$ cat src/rtl/song_sequencer.sv
// Song sequencer: steps through an external synchronous note ROM, drives buzzer note,
// octave and one-hot LEDs, with play/pause, loop/stop, song select and articulation gap.
module song_sequencer #(
  parameter int unsigned       TICK_DIV   = 10000000,
  parameter int unsigned       SONG_LEN   = 56,
  parameter int unsigned       NUM_SONGS  = 6,
  parameter int unsigned       NOTE_W     = 4,
  parameter int unsigned       OCT_W      = 2,
  parameter int unsigned       DUR_W      = 4,
  parameter logic [NOTE_W-1:0] END_CODE   = 4'hF,
  parameter int unsigned       GAP_CYCLES = 0
) (
  input  logic                             clk,
  input  logic                             reset,
  input  logic [1:0]                       song_select,
  input  logic                             play_pause,
  input  logic                             loop_en,
  output logic [$clog2(NUM_SONGS+1)-1:0]   rom_song,
  output logic [$clog2(SONG_LEN)-1:0]      rom_pos,
  input  logic [NOTE_W+OCT_W+DUR_W-1:0]    rom_data,
  output logic [NOTE_W-1:0]                note_to_play,
  output logic [OCT_W-1:0]                 octave_auto,
  output logic [6:0]                       led_out,
  output logic [$clog2(NUM_SONGS+1)-1:0]   song_num,
  output logic                             playing,
  output logic                             song_done
);

  localparam int unsigned SONG_W = $clog2(NUM_SONGS+1);
  localparam int unsigned POS_W  = $clog2(SONG_LEN);
  localparam int unsigned TICK_W = $clog2(TICK_DIV);

  localparam logic [SONG_W-1:0] SONG_FIRST = SONG_W'(1);
  localparam logic [SONG_W-1:0] SONG_LAST  = SONG_W'(NUM_SONGS);
  localparam logic [POS_W-1:0]  POS_LAST   = POS_W'(SONG_LEN-1);
  localparam logic [TICK_W-1:0] TICK_LAST  = TICK_W'(TICK_DIV-1);
  localparam logic [TICK_W-1:0] PLAY_LAST  = TICK_W'(TICK_DIV-1-GAP_CYCLES);

  typedef enum logic [2:0] {S_IDLE, S_FETCH, S_WAIT, S_PLAY, S_GAP, S_PAUSE} state_t;

  state_t              state, resume_state;
  logic [POS_W-1:0]    pos;
  logic [TICK_W-1:0]   tick;
  logic [DUR_W-1:0]    units;
  logic [NOTE_W-1:0]   cur_note;
  logic [OCT_W-1:0]    cur_oct;
  logic [1:0]          sel_q;
  logic                pp_q;

  logic [1:0]          sel_rise;
  logic                pp_rise;
  logic [NOTE_W-1:0]   rd_note;
  logic [OCT_W-1:0]    rd_oct;
  logic [DUR_W-1:0]    rd_dur;
  logic                wait_end, play_end, gap_end, advance, song_end;
  logic [SONG_W-1:0]   song_next, song_prev;

  function automatic logic [6:0] led_of(input logic [NOTE_W-1:0] n);
    if (n != '0 && 32'(n) <= 32'd7) return 7'd1 << (n - NOTE_W'(1));
    return '0;
  endfunction

  assign rom_song  = song_num;
  assign rom_pos   = pos;

  assign sel_rise  = song_select & ~sel_q;
  assign pp_rise   = play_pause & ~pp_q;

  assign rd_note   = rom_data[NOTE_W+OCT_W+DUR_W-1 -: NOTE_W];
  assign rd_oct    = rom_data[OCT_W+DUR_W-1 -: OCT_W];
  assign rd_dur    = rom_data[DUR_W-1:0];

  assign song_next = (song_num == SONG_LAST)  ? SONG_FIRST : song_num + SONG_W'(1);
  assign song_prev = (song_num == SONG_FIRST) ? SONG_LAST  : song_num - SONG_W'(1);

  // A skipped entry in the last slot wraps the position, which also ends the song
  assign wait_end  = (rd_note == END_CODE) || (rd_dur == '0 && pos == POS_LAST);
  assign play_end  = (state == S_PLAY) && (units == DUR_W'(1)) && (tick == PLAY_LAST);
  assign gap_end   = (state == S_GAP) && (tick == TICK_LAST);
  assign advance   = gap_end || (play_end && GAP_CYCLES == 0);
  assign song_end  = ((state == S_WAIT) && wait_end) || (advance && pos == POS_LAST);

  always_ff @(posedge clk or posedge reset) begin
    if (reset) begin
      state        <= S_IDLE;
      resume_state <= S_IDLE;
      song_num     <= SONG_FIRST;
      pos          <= '0;
      tick         <= '0;
      units        <= '0;
      cur_note     <= '0;
      cur_oct      <= '0;
      note_to_play <= '0;
      octave_auto  <= '0;
      led_out      <= '0;
      playing      <= 1'b0;
      song_done    <= 1'b0;
      sel_q        <= '0;
      pp_q         <= 1'b0;
    end else begin
      sel_q     <= song_select;
      pp_q      <= play_pause;
      song_done <= 1'b0;
      if (sel_rise != 2'b00) begin
        song_num     <= sel_rise[0] ? song_next : song_prev;
        pos          <= '0;
        tick         <= '0;
        units        <= '0;
        note_to_play <= '0;
        octave_auto  <= '0;
        led_out      <= '0;
        case (state)
          S_IDLE:  ;
          S_PAUSE: resume_state <= S_FETCH;
          default: state <= S_FETCH;
        endcase
      end else if (pp_rise && state inside {S_IDLE, S_PLAY, S_GAP, S_PAUSE}) begin
        case (state)
          S_IDLE: begin
            state   <= S_FETCH;
            playing <= 1'b1;
          end
          S_PAUSE: begin
            state   <= resume_state;
            playing <= 1'b1;
            if (resume_state == S_PLAY) begin
              note_to_play <= cur_note;
              octave_auto  <= cur_oct;
              led_out      <= led_of(cur_note);
            end
          end
          default: begin
            resume_state <= state;
            state        <= S_PAUSE;
            playing      <= 1'b0;
            note_to_play <= '0;
            octave_auto  <= '0;
            led_out      <= '0;
          end
        endcase
      end else begin
        case (state)
          S_FETCH: state <= S_WAIT;
          S_WAIT: begin
            if (!wait_end && rd_dur == '0) begin
              pos   <= pos + POS_W'(1);
              state <= S_FETCH;
            end else if (!wait_end) begin
              cur_note     <= rd_note;
              cur_oct      <= rd_oct;
              note_to_play <= rd_note;
              octave_auto  <= rd_oct;
              led_out      <= led_of(rd_note);
              units        <= rd_dur;
              tick         <= '0;
              state        <= S_PLAY;
            end
          end
          S_PLAY: begin
            if (tick == TICK_LAST) begin
              tick  <= '0;
              units <= units - DUR_W'(1);
            end else begin
              tick <= tick + TICK_W'(1);
            end
            if (play_end && GAP_CYCLES != 0) begin
              state        <= S_GAP;
              note_to_play <= '0;
              octave_auto  <= '0;
              led_out      <= '0;
            end
          end
          // GAP keeps counting ticks from PLAY_LAST+1 up to TICK_LAST
          S_GAP:   tick <= tick + TICK_W'(1);
          default: ;
        endcase
        // End-of-song and position advance deliberately override the per-state updates above
        if (song_end) begin
          pos <= '0;
          if (loop_en) begin
            state <= S_FETCH;
          end else begin
            state        <= S_IDLE;
            playing      <= 1'b0;
            song_done    <= 1'b1;
            note_to_play <= '0;
            octave_auto  <= '0;
            led_out      <= '0;
          end
        end else if (advance) begin
          pos   <= pos + POS_W'(1);
          state <= S_FETCH;
        end
      end
    end
  end

endmodule

$ cat config.mk
export PLATFORM = sky130hd
export DESIGN_NAME = song_sequencer
export DESIGN_NICKNAME = d
export VERILOG_FILES = /design/src/rtl/song_sequencer.sv
export SDC_FILE = /design/constraint.sdc
export NUM_CORES = 1
export LEC_CHECK = 0
export ABC_CLOCK_PERIOD_IN_PS = 2150
export CAP_MARGIN = 0
export CORE_MARGIN = 2
export CORE_UTILIZATION = 55
export DETAILED_ROUTE_END_ITERATION = 10
export DONT_BUFFER_PORTS = 1
export PLACE_DENSITY = 0.73
export SLEW_MARGIN = 20
export SYNTH_ARGS = -nofsm -noshare
export SYNTH_HDL_FRONTEND = slang
export SYNTH_SLANG_ARGS = --single-unit
$ cat constraint.sdc
create_clock -name clk -period 2.15 [get_ports clk]
set_input_delay 0.43 -clock clk [delete_from_list [all_inputs] [get_ports clk]]
set_output_delay 0.43 -clock clk [all_outputs]
set_load 0.05 [all_outputs]
==> results of run 1 <==
## synthesized netlist by cell type (8+ instances only)
cell type / instances
nor3_1: 12
o21ai_0: 14
o22ai_1: 8
dfrtp_1: 66
nand4_1: 12
ha_1: 10
nand2_1: 23
a22oi_1: 9
nand3_1: 12
xor2_1: 16
nor2_1: 42
a21oi_1: 20
inv_1: 26
## what timing repair did
action / CTS / global route
endpoints found under the hold margin: 0 / 0
setup endpoints to repair: 5 / 44
buffers inserted: 0 / 3
cloned: 0 / 0
pin swaps: 0 / 1
gates resized for setup: 1 / 12
## placed cells by master, fill, tap and decap left out, types with 9 or more instances in the layout
master    instances
dfrtp_1          63
nand2_1          23
nor3_1           11
a22oi_1           9
nand4_1          12
buf_4            48
nand3_1          11
ha_1             10
xor2_1           16
nor2_1           41
inv_1            25
clkbuf_8         10
a21oi_1          20
o21ai_0          14
## state kept, by name, summed over array words and instances, names as in the netlist
name / flops
cur_note: 4
sel_q: 2
note_to_play: 4
tick: 24
pp_q: 1
led_out: 7
rom_pos: 6
units: 4
song_done: 1
octave_auto: 2
playing: 1
state: 3
rom_song: 3
cur_oct: 2
resume_state: 3
## power by group through the flow
stage	registers, W	logic (W)	clock network [W]
after detailed placement	0.00198	0.00240	0
final	0.00198	0.00257	0.00105
after floorplan	0.00209	0.00154	0
after CTS	0.00196	0.00244	0.00108
after global placement	0.00197	0.00235	0
after global routing	0.00202	0.00277	0.00114
## worst min path at each step
stage,depth (start not counted),slack (ns),endpoint
2_1_floorplan,1,0.45,tick[23]
3_3_place_gp,1,0.45,rom_song[2]
3_5_place_dp,1,0.46,rom_song[2]
4_1_cts,1,0.07,rom_song[2]
5_1_grt,0,0.07,sel_q[1]
6_report,1,0.05,rom_song[2]
## metal layers
metal,vias up,track usage [%],share of wire (%)
met4,0,7.436,2.1
met3,21,6.873,5.0
met1,1760,32.16,43
met2,107,43.86,50
li1,1675,-,-
met5,-,0,0
## per-stage QoR
stage	power, W	setup TNS [ns]	setup slack [ns]	std cells	util [%]
2_1_floorplan	0.003624	0	0.07893	427	-
3_3_place_gp	0.004319	-0.0008951	-0.0008951	557	62.70
3_5_place_dp	0.004386	-0.06943	-0.02987	557	62.70
4_1_cts	0.005479	-0.0006550	-0.0006550	573	65.44
5_1_grt	0.005919	-0.07275	-0.01943	576	66.65
6_report	0.005605	0	0.07814	576	66.65
## area by class of cell
type | count | area (um2)
Fill cell | 582 | 2406
Multi-Input combinational cell | 315 | 2247
Sequential cell | 67 | 1682
Timing Repair Buffer | 53 | 460.4
Clock buffer | 11 | 141.4
Tap cell | 99 | 123.9
Inverter | 26 | 101.3
Clock inverter | 5 | 52.55
## logic make-up after synthesis
logic type | count (synthesis) | share of synthesized area, %
AOI/OAI and AO/OA | 116 | 20.81
xor gates and xnor gates | 21 | 4.980
adders and majority gates | 10 | 3.074
buffers and inverters | 45 | 5.226
DFF | 67 | 41.22
muxes | 7 | 1.906
and+or+nand+nor | 161 | 22.78
## critical path, cell delays in order (launching register included)
cell	delay, ns
dfrtp_1	0.42
buf_4	0.20
or3b_2	0.49
nand2_1	0.12
o21ai_1	0.18
or3_1	0.39
a31oi_1	0.19
==> impl_metrics.json, run 1 <==
{
  "r2r_start": "state[0]",
  "worstMarginPinSlew_ns": 0.7293,
  "wire_per_inst_um": 17.37,
  "min_period_ns": 2.072,
  "cts.sinks": 67,
  "synth_top_area_share_pct": 40.58,
  "min_period_over_period_pct": 96.37,
  "seqPwrFrac_pct": 35.4,
  "ys_ff_latch": 67,
  "cts_max_level": 3,
  "die_area_um2": 8105,
  "cp_data_required_time_ns": 2.41,
  "cellPowerDensity_nw_per_um2": 1166,
  "maxSlewHeadroom_pct": 51.28,
  "synthFlopType": "dfrtp_1",
  "syn_area_um2": 4070,
  "endpoint_kind": "flop",
  "antenna_found_initial": 0,
  "clockPowerShare_pct": 18.8,
  "maxCapViolCount": 0,
  "endpoint": "tick[4]",
  "finalMaxSlewViolations": 0,
  "ff2ff_setup_slack_ns": 0.08,
  "ff2ff_path_depth": 6,
  "start_util_pct": 56.42,
  "synth.yosys.seq_area_share_pct": 41.22,
  "vias": 3563,
  "first_global_vias": 3551,
  "drc": 0,
  "path_clk_slew_ns": 0.08,
  "syn_to_final_growth_pct": 18.14,
  "syn-instance-count": 427,
  "crit_arrival_ns": 2.33,
  "groute.usage.overall_pct": 25.71,
  "place_congestion": 0.8901,
  "vdd_drop_max_uv": 453.6,
  "cts_made_buffers": 9,
  "drive_gt1_share_pct": 24.74,
  "final_cell_area_um2": 4808,
  "holdWs_ns": 0.04732,
  "power_switching_w": 0.002467,
  "hp-class": "input pin to async pin",
  "rr_endpoint": "tick[4]",
  "fp.coreArea_um2": 7214,
  "cts_hold_buf": 0,
  "dp_hpwl_um": 7171,
  "crit_path_max_fanout": 10,
  "rows": 31,
  "cts_tree": "built",
  "port_buffers": 0,
  "finalWirelength_um": 10010,
  "status": "finished, final reports clean",
  "synthArstFlopShare_pct": 100.0,
  "place_area_um2": 4523,
  "rsz0062_at_grt": "true",
  "leakage_nw": 2.044,
  "ys_types": 81,
  "nets": 498,
  "internal-power_w": 0.003139,
  "ant_nets": 0,
  "swShare_pct": 44.01,
  "critPathKind": "flop to flop",
  "timing.fmax_mhz": 482.7,
  "fp.dieH_um": 90.03,
  "drtIter0Drc": 184,
  "skew_ns": 0.01144,
  "root_buffer": "clkbuf_8",
  "num_io_pins": 43,
  "syn_area_per_cell_um2": 9.532,
  "grt_pass1_wl_um": 17000,
  "synth_top_area_cell": "dfrtp_1",
  "ys_warn_count": 0,
  "crit_path_start_kind": "flop",
  "viasPerCell": 6.186,
  "die_width_um": 90.03,
  "setup_viol": 0,
  "dr.pass1.iters": 5,
  "worstSetupStartpoint": "state[0]",
  "synth_nets": 453,
  "synthTopCellsByArea": "dfrtp_1, nor2_1, xor2_1",
  "diodes": 0,
  "grt_max_degree": 37,
  "insertion_delay_ns": 0.36,
  "grt_overflow": 0,
  "synth_edf_count": 0,
  "p_comb_share_pct": 45.9,
  "hold_viol_final": 0,
  "cts.path.max_buffers": 2
}
No activity file was read; power rests on OpenSTA's default activity.
==> run 2, diff against run 1 <==
CORE_ASPECT_RATIO = 1.5   (was default)
==> impl_metrics.json, run 2 (synthesis gave the netlist of run 1 again) <==
{
  "holdWs_ns": 0.0001144,
  "antenna_found_initial": 0,
  "highest_layer": "met4",
  "final_cell_mix": "dfrtp_1, buf_4, nor2_1",
  "ant_nets": 0,
  "hold_viol_final": 0,
  "largest-register": "tick",
  "grt_max_degree": 31,
  "vias": 3512,
  "cts_made_buffers": 9,
  "first_global_vias": 3543,
  "fp.coreArea_um2": 7227,
  "cts.path.max_buffers": 2,
  "syn_to_final_growth_pct": 17.74,
  "cts_hold_buf": 0,
  "port_buffers": 0,
  "fin_util_pct": 66.31,
  "wire_per_inst_um": 17.14,
  "min_period_over_period_pct": 96.51,
  "cts_max_level": 3,
  "rr_endpoint": "rom_pos[5]",
  "ff2ff_path_depth": 7,
  "cts_tree": "built",
  "min_period_ns": 2.075,
  "crit_path_start_kind": "flop",
  "wl_met3_um": 407,
  "cellPowerDensity_nw_per_um2": 1124,
  "die_width_um": 74.24,
  "final_common_cell": "dfrtp_1",
  "drive_gt1_share_pct": 25.47,
  "fp.dieH_um": 109.4,
  "rsz0062_at_grt": "true",
  "largest_reg_flops": 24,
  "crit_arrival_ns": 2.36,
  "maxSlewHeadroom_pct": 61.36,
  "worstMarginPinSlew_ns": 0.5784,
  "endpoint_kind": "flop",
  "num_io_pins": 43,
  "fill_cells": 579,
  "viasPerCell": 6.066,
  "drtIter0Drc": 220,
  "vdd_drop_max_uv": 462.9,
  "grt_overflow": 0,
  "r2r_start": "tick[1]",
  "rows": 38,
  "timing.fmax_mhz": 481.9,
  "root_buffer": "clkbuf_8",
  "ff2ff_setup_slack_ns": 0.07,
  "dp_hpwl_um": 7365,
  "hp-class": "input pin to async pin",
  "critPathKind": "flop to flop",
  "status": "finished, final reports clean",
  "maxCapViolCount": 0,
  "path_clk_slew_ns": 0.08,
  "groute.usage.overall_pct": 25.90,
  "finalMaxSlewViolations": 0,
  "finalWirelength_um": 9922,
  "cp_data_required_time_ns": 2.44,
  "nets": 500,
  "start_util_pct": 56.32,
  "diodes": 0,
  "crit_path_max_fanout": 6,
  "grt_pass1_wl_um": 16280,
  "setup_viol": 0,
  "cts.sinks": 67,
  "drc": 0,
  "wl_met1_um": 3750,
  "place_congestion": 0.8998,
  "die_area_um2": 8119,
  "skew_ns": 0.01017,
  "leakage_nw": 2.031,
  "dr.pass1.iters": 4,
  "insertion_delay_ns": 0.35,
  "wl_met2_um": 5470
}
-- run 2: layout make-up --
cell class / count / area [um2] / area share (%)
inverter: 26 / 101.3 / 2.115
multi-input combinational: 315 / 2238 / 46.71
clock buffer: 11 / 141.4 / 2.950
clock inverter: 5 / 52.55 / 1.097
tap: 100 / 125.1 / 2.611
timing repair buffer: 55 / 450.4 / 9.399
sequential: 67 / 1683 / 35.12
-- run 2: metrics by stage --
step | setup slack [ns] | power [W] | TNS (ns) | instances | area (um2)
after floorplan | 0.07893 | 0.003624 | 0 | 427 | 4076
after global placement | -0.04526 | 0.004191 | -0.07428 | 561 | 4522
after detailed placement | -0.05423 | 0.004265 | -0.1296 | 561 | 4522
after CTS | 0.01417 | 0.005346 | 0 | 578 | 4731
after global routing | -0.01604 | 0.005717 | -0.01825 | 579 | 4792
final | 0.07495 | 0.005388 | 0 | 579 | 4792
-- run 2: critical path, cell delays in order, from the launching register on --
cell and delay [ns]:
dfrtp_1 0.40, ha_1 0.23, and2_1 0.22, nand3_2 0.16, o31ai_2 0.27, a21oi_2 0.14
or4_1 0.51, nand3_1 0.09
-- run 2: how the worst max path moves through the flow --
stage                startpoint          to  slack (ns)
floorplan           rom_data[2]  rom_pos[0]        0.08
global placement    rom_data[2]  rom_pos[0]       -0.05
detailed placement  rom_data[2]  rom_pos[0]       -0.05
CTS                    tick[21]  rom_pos[0]        0.01
global route            tick[1]    state[0]       -0.02
finish                  tick[1]  rom_pos[5]        0.07
-- run 2: per-layer routing --
layer  up-vias  track usage [%]
met5         -                0
met1      1714            27.33
met3        27            5.041
met4         0            11.99
li1       1683                -
met2        88            48.21
-- run 2: repair_timing --
item                                    in CTS  in global routing
buffers inserted                             1                  1
endpoints found under the setup margin       7                 50
gates cloned                                 0                  0
resized for setup                            1                 14
pin swaps                                    1                  7
hold endpoints to repair                     0                  0
-- run 2: power by group --
group	switching (W)	internal, W
registers	0.000410	0.00151
logic	0.00148	0.000935
clock network	0.000491	0.000562
total	0.00238	0.00301
==> run 3, diff against run 2 <==
CORE_ASPECT_RATIO = 0.6   (was 1.5)
==> impl_metrics.json, run 3 (synthesis gave the netlist of run 1 again) <==
{
  "status": "finished, violations left",
  "violations": "negative setup slack",
  "rsz0062_at_grt": "true",
  "antenna_found_initial": 0,
  "port_buffers": 0,
  "cts_max_level": 3,
  "worstMarginPinSlew_ns": 0.9933,
  "grt_pass1_wl_um": 17270,
  "ff2ff_path_depth": 8,
  "diodes": 0,
  "cellPowerDensity_nw_per_um2": 1248,
  "final_cell_mix": "buf_4, dfrtp_1, nor2_1",
  "total_power_w": 0.006399,
  "hold_viol_final": 0,
  "crit_arrival_ns": 2.38,
  "endpoint_kind": "flop",
  "dp_cells": 559,
  "largest_reg_flops": 24,
  "place_congestion": 0.9264,
  "num_io_pins": 43,
  "drc": 0,
  "final_common_cell": "buf_4",
  "syn_to_final_growth_pct": 25.98,
  "fp.dieH_um": 70.64,
  "grt_max_degree": 68,
  "dpl_worst_slack_ns": -0.03155,
  "leakage_nw": 2.208,
  "dr.pass1.iters": 5,
  "crit_path_start_kind": "flop",
  "path_clk_slew_ns": 0.06,
  "largest-register": "tick",
  "critPathKind": "flop to flop",
  "drive_gt1_share_pct": 28.46,
  "cts_hold_buf": 0,
  "wire_per_inst_um": 18.99,
  "fp.coreArea_um2": 7207,
  "cts.sinks": 67,
  "maxCapViolCount": 0,
  "fill_cells": 513,
  "dp_hpwl_um": 7711,
  "cts_tree": "built",
  "die_area_um2": 8127,
  "cts.path.max_buffers": 2,
  "maxSlewHeadroom_pct": 33.78,
  "viasPerCell": 6.338,
  "start_util_pct": 56.48,
  "vias": 3695,
  "cts_made_buffers": 9,
  "setup_viol": 1,
  "insertion_delay_ns": 0.34,
  "finalMaxSlewViolations": 0,
  "final_cell_count_no_fill": 583,
  "first_global_vias": 3383,
  "min_period_over_period_pct": 100.8,
  "min_period_ns": 2.167,
  "ant_nets": 0,
  "crit_path_max_fanout": 4,
  "cp_data_required_time_ns": 2.36,
  "drtIter0Drc": 309,
  "hp-class": "input pin to async pin",
  "root_buffer": "clkbuf_16",
  "rows": 24,
  "vdd_drop_max_uv": 614.9,
  "timing.fmax_mhz": 461.4,
  "worst_slack_ns": -0.01724,
  "finalWirelength_um": 11070,
  "nets": 513,
  "die_width_um": 115.1,
  "skew_ns": 0.005170,
  "grt_overflow": 0,
  "groute.usage.overall_pct": 27.47
}
run 3: changes by cell type in the layout (fill, tap and decap cells not counted), sizes merged:
cell    previous run  this run
clkinv             3         1
bufinv             1         4
clkbuf            11        10
buf               55        68
run 3: worst paths after layout:
check | startpoint | endpoint | slack [ns]
max in group asynchronous | reset | rom_pos[0] | 1.77
setup / recovery | tick[21] | rom_pos[3] | -0.02
hold reg to reg | cur_oct[1] | octave_auto[1] | 0.51
hold / removal | reset | pp_q | 0.04
setup reg to reg | tick[21] | rom_pos[3] | -0.02
min in group clk | play_pause | pp_q | 0.12
run 3: timing repair:
action / CTS / global route
resized for setup: 3 / 24
setup buffers: 0 / 8
pin swaps: 3 / 9
gates cloned: 0 / 0
endpoints found under the setup margin: 11 / 51
run 3: stage by stage:
step                area (um2)  TNS [ns]  hold slack (ns)  util [%]
floorplan                 4076         0           0.4521         -
global placement          4563         0           0.4277     63.32
detailed placement        4563  -0.07107           0.4298     63.32
CTS                       4946         0          0.07363     68.63
global route              5127   -0.6148          0.08226     71.15
finish                    5127  -0.01724          0.03965     71.15
run 3: report_power, final:
group          total [W]  switching [W]  internal (W)
combinational    0.00255        0.00153       0.00103
sequential       0.00201       0.000496       0.00151
clock            0.00184       0.000554       0.00128
run 3: final cells by class:
| cell class | instances | area, um2 | area share (%) |
|---|---|---|---|
| clock buffers | 10 | 239.0 | 4.661 |
| clock inverters | 6 | 136.4 | 2.660 |
| multi-input cells | 315 | 2298 | 44.83 |
| inverters | 26 | 101.3 | 1.977 |
| well taps | 91 | 113.9 | 2.221 |
| repair buffers | 68 | 555.5 | 10.83 |
| flip-flops and latches | 67 | 1683 | 32.82 |
run 3: worst max-delay path: stages, from the launching register on:
cell and delay (ns):
dfrtp_1 0.38, nor4b_2 0.28, buf_4 0.15, nand4_1 0.21
o31ai_2 0.30, a21oi_2 0.14, buf_4 0.16, a21o_2 0.18
a22o_1 0.24
run 3: metal layers:
layer	part of all wire, %	GRT usage, %
met4	0.66	6.426
met1	47	42.63
met2	41	36.80
met5	0	0
met3	11	9.169
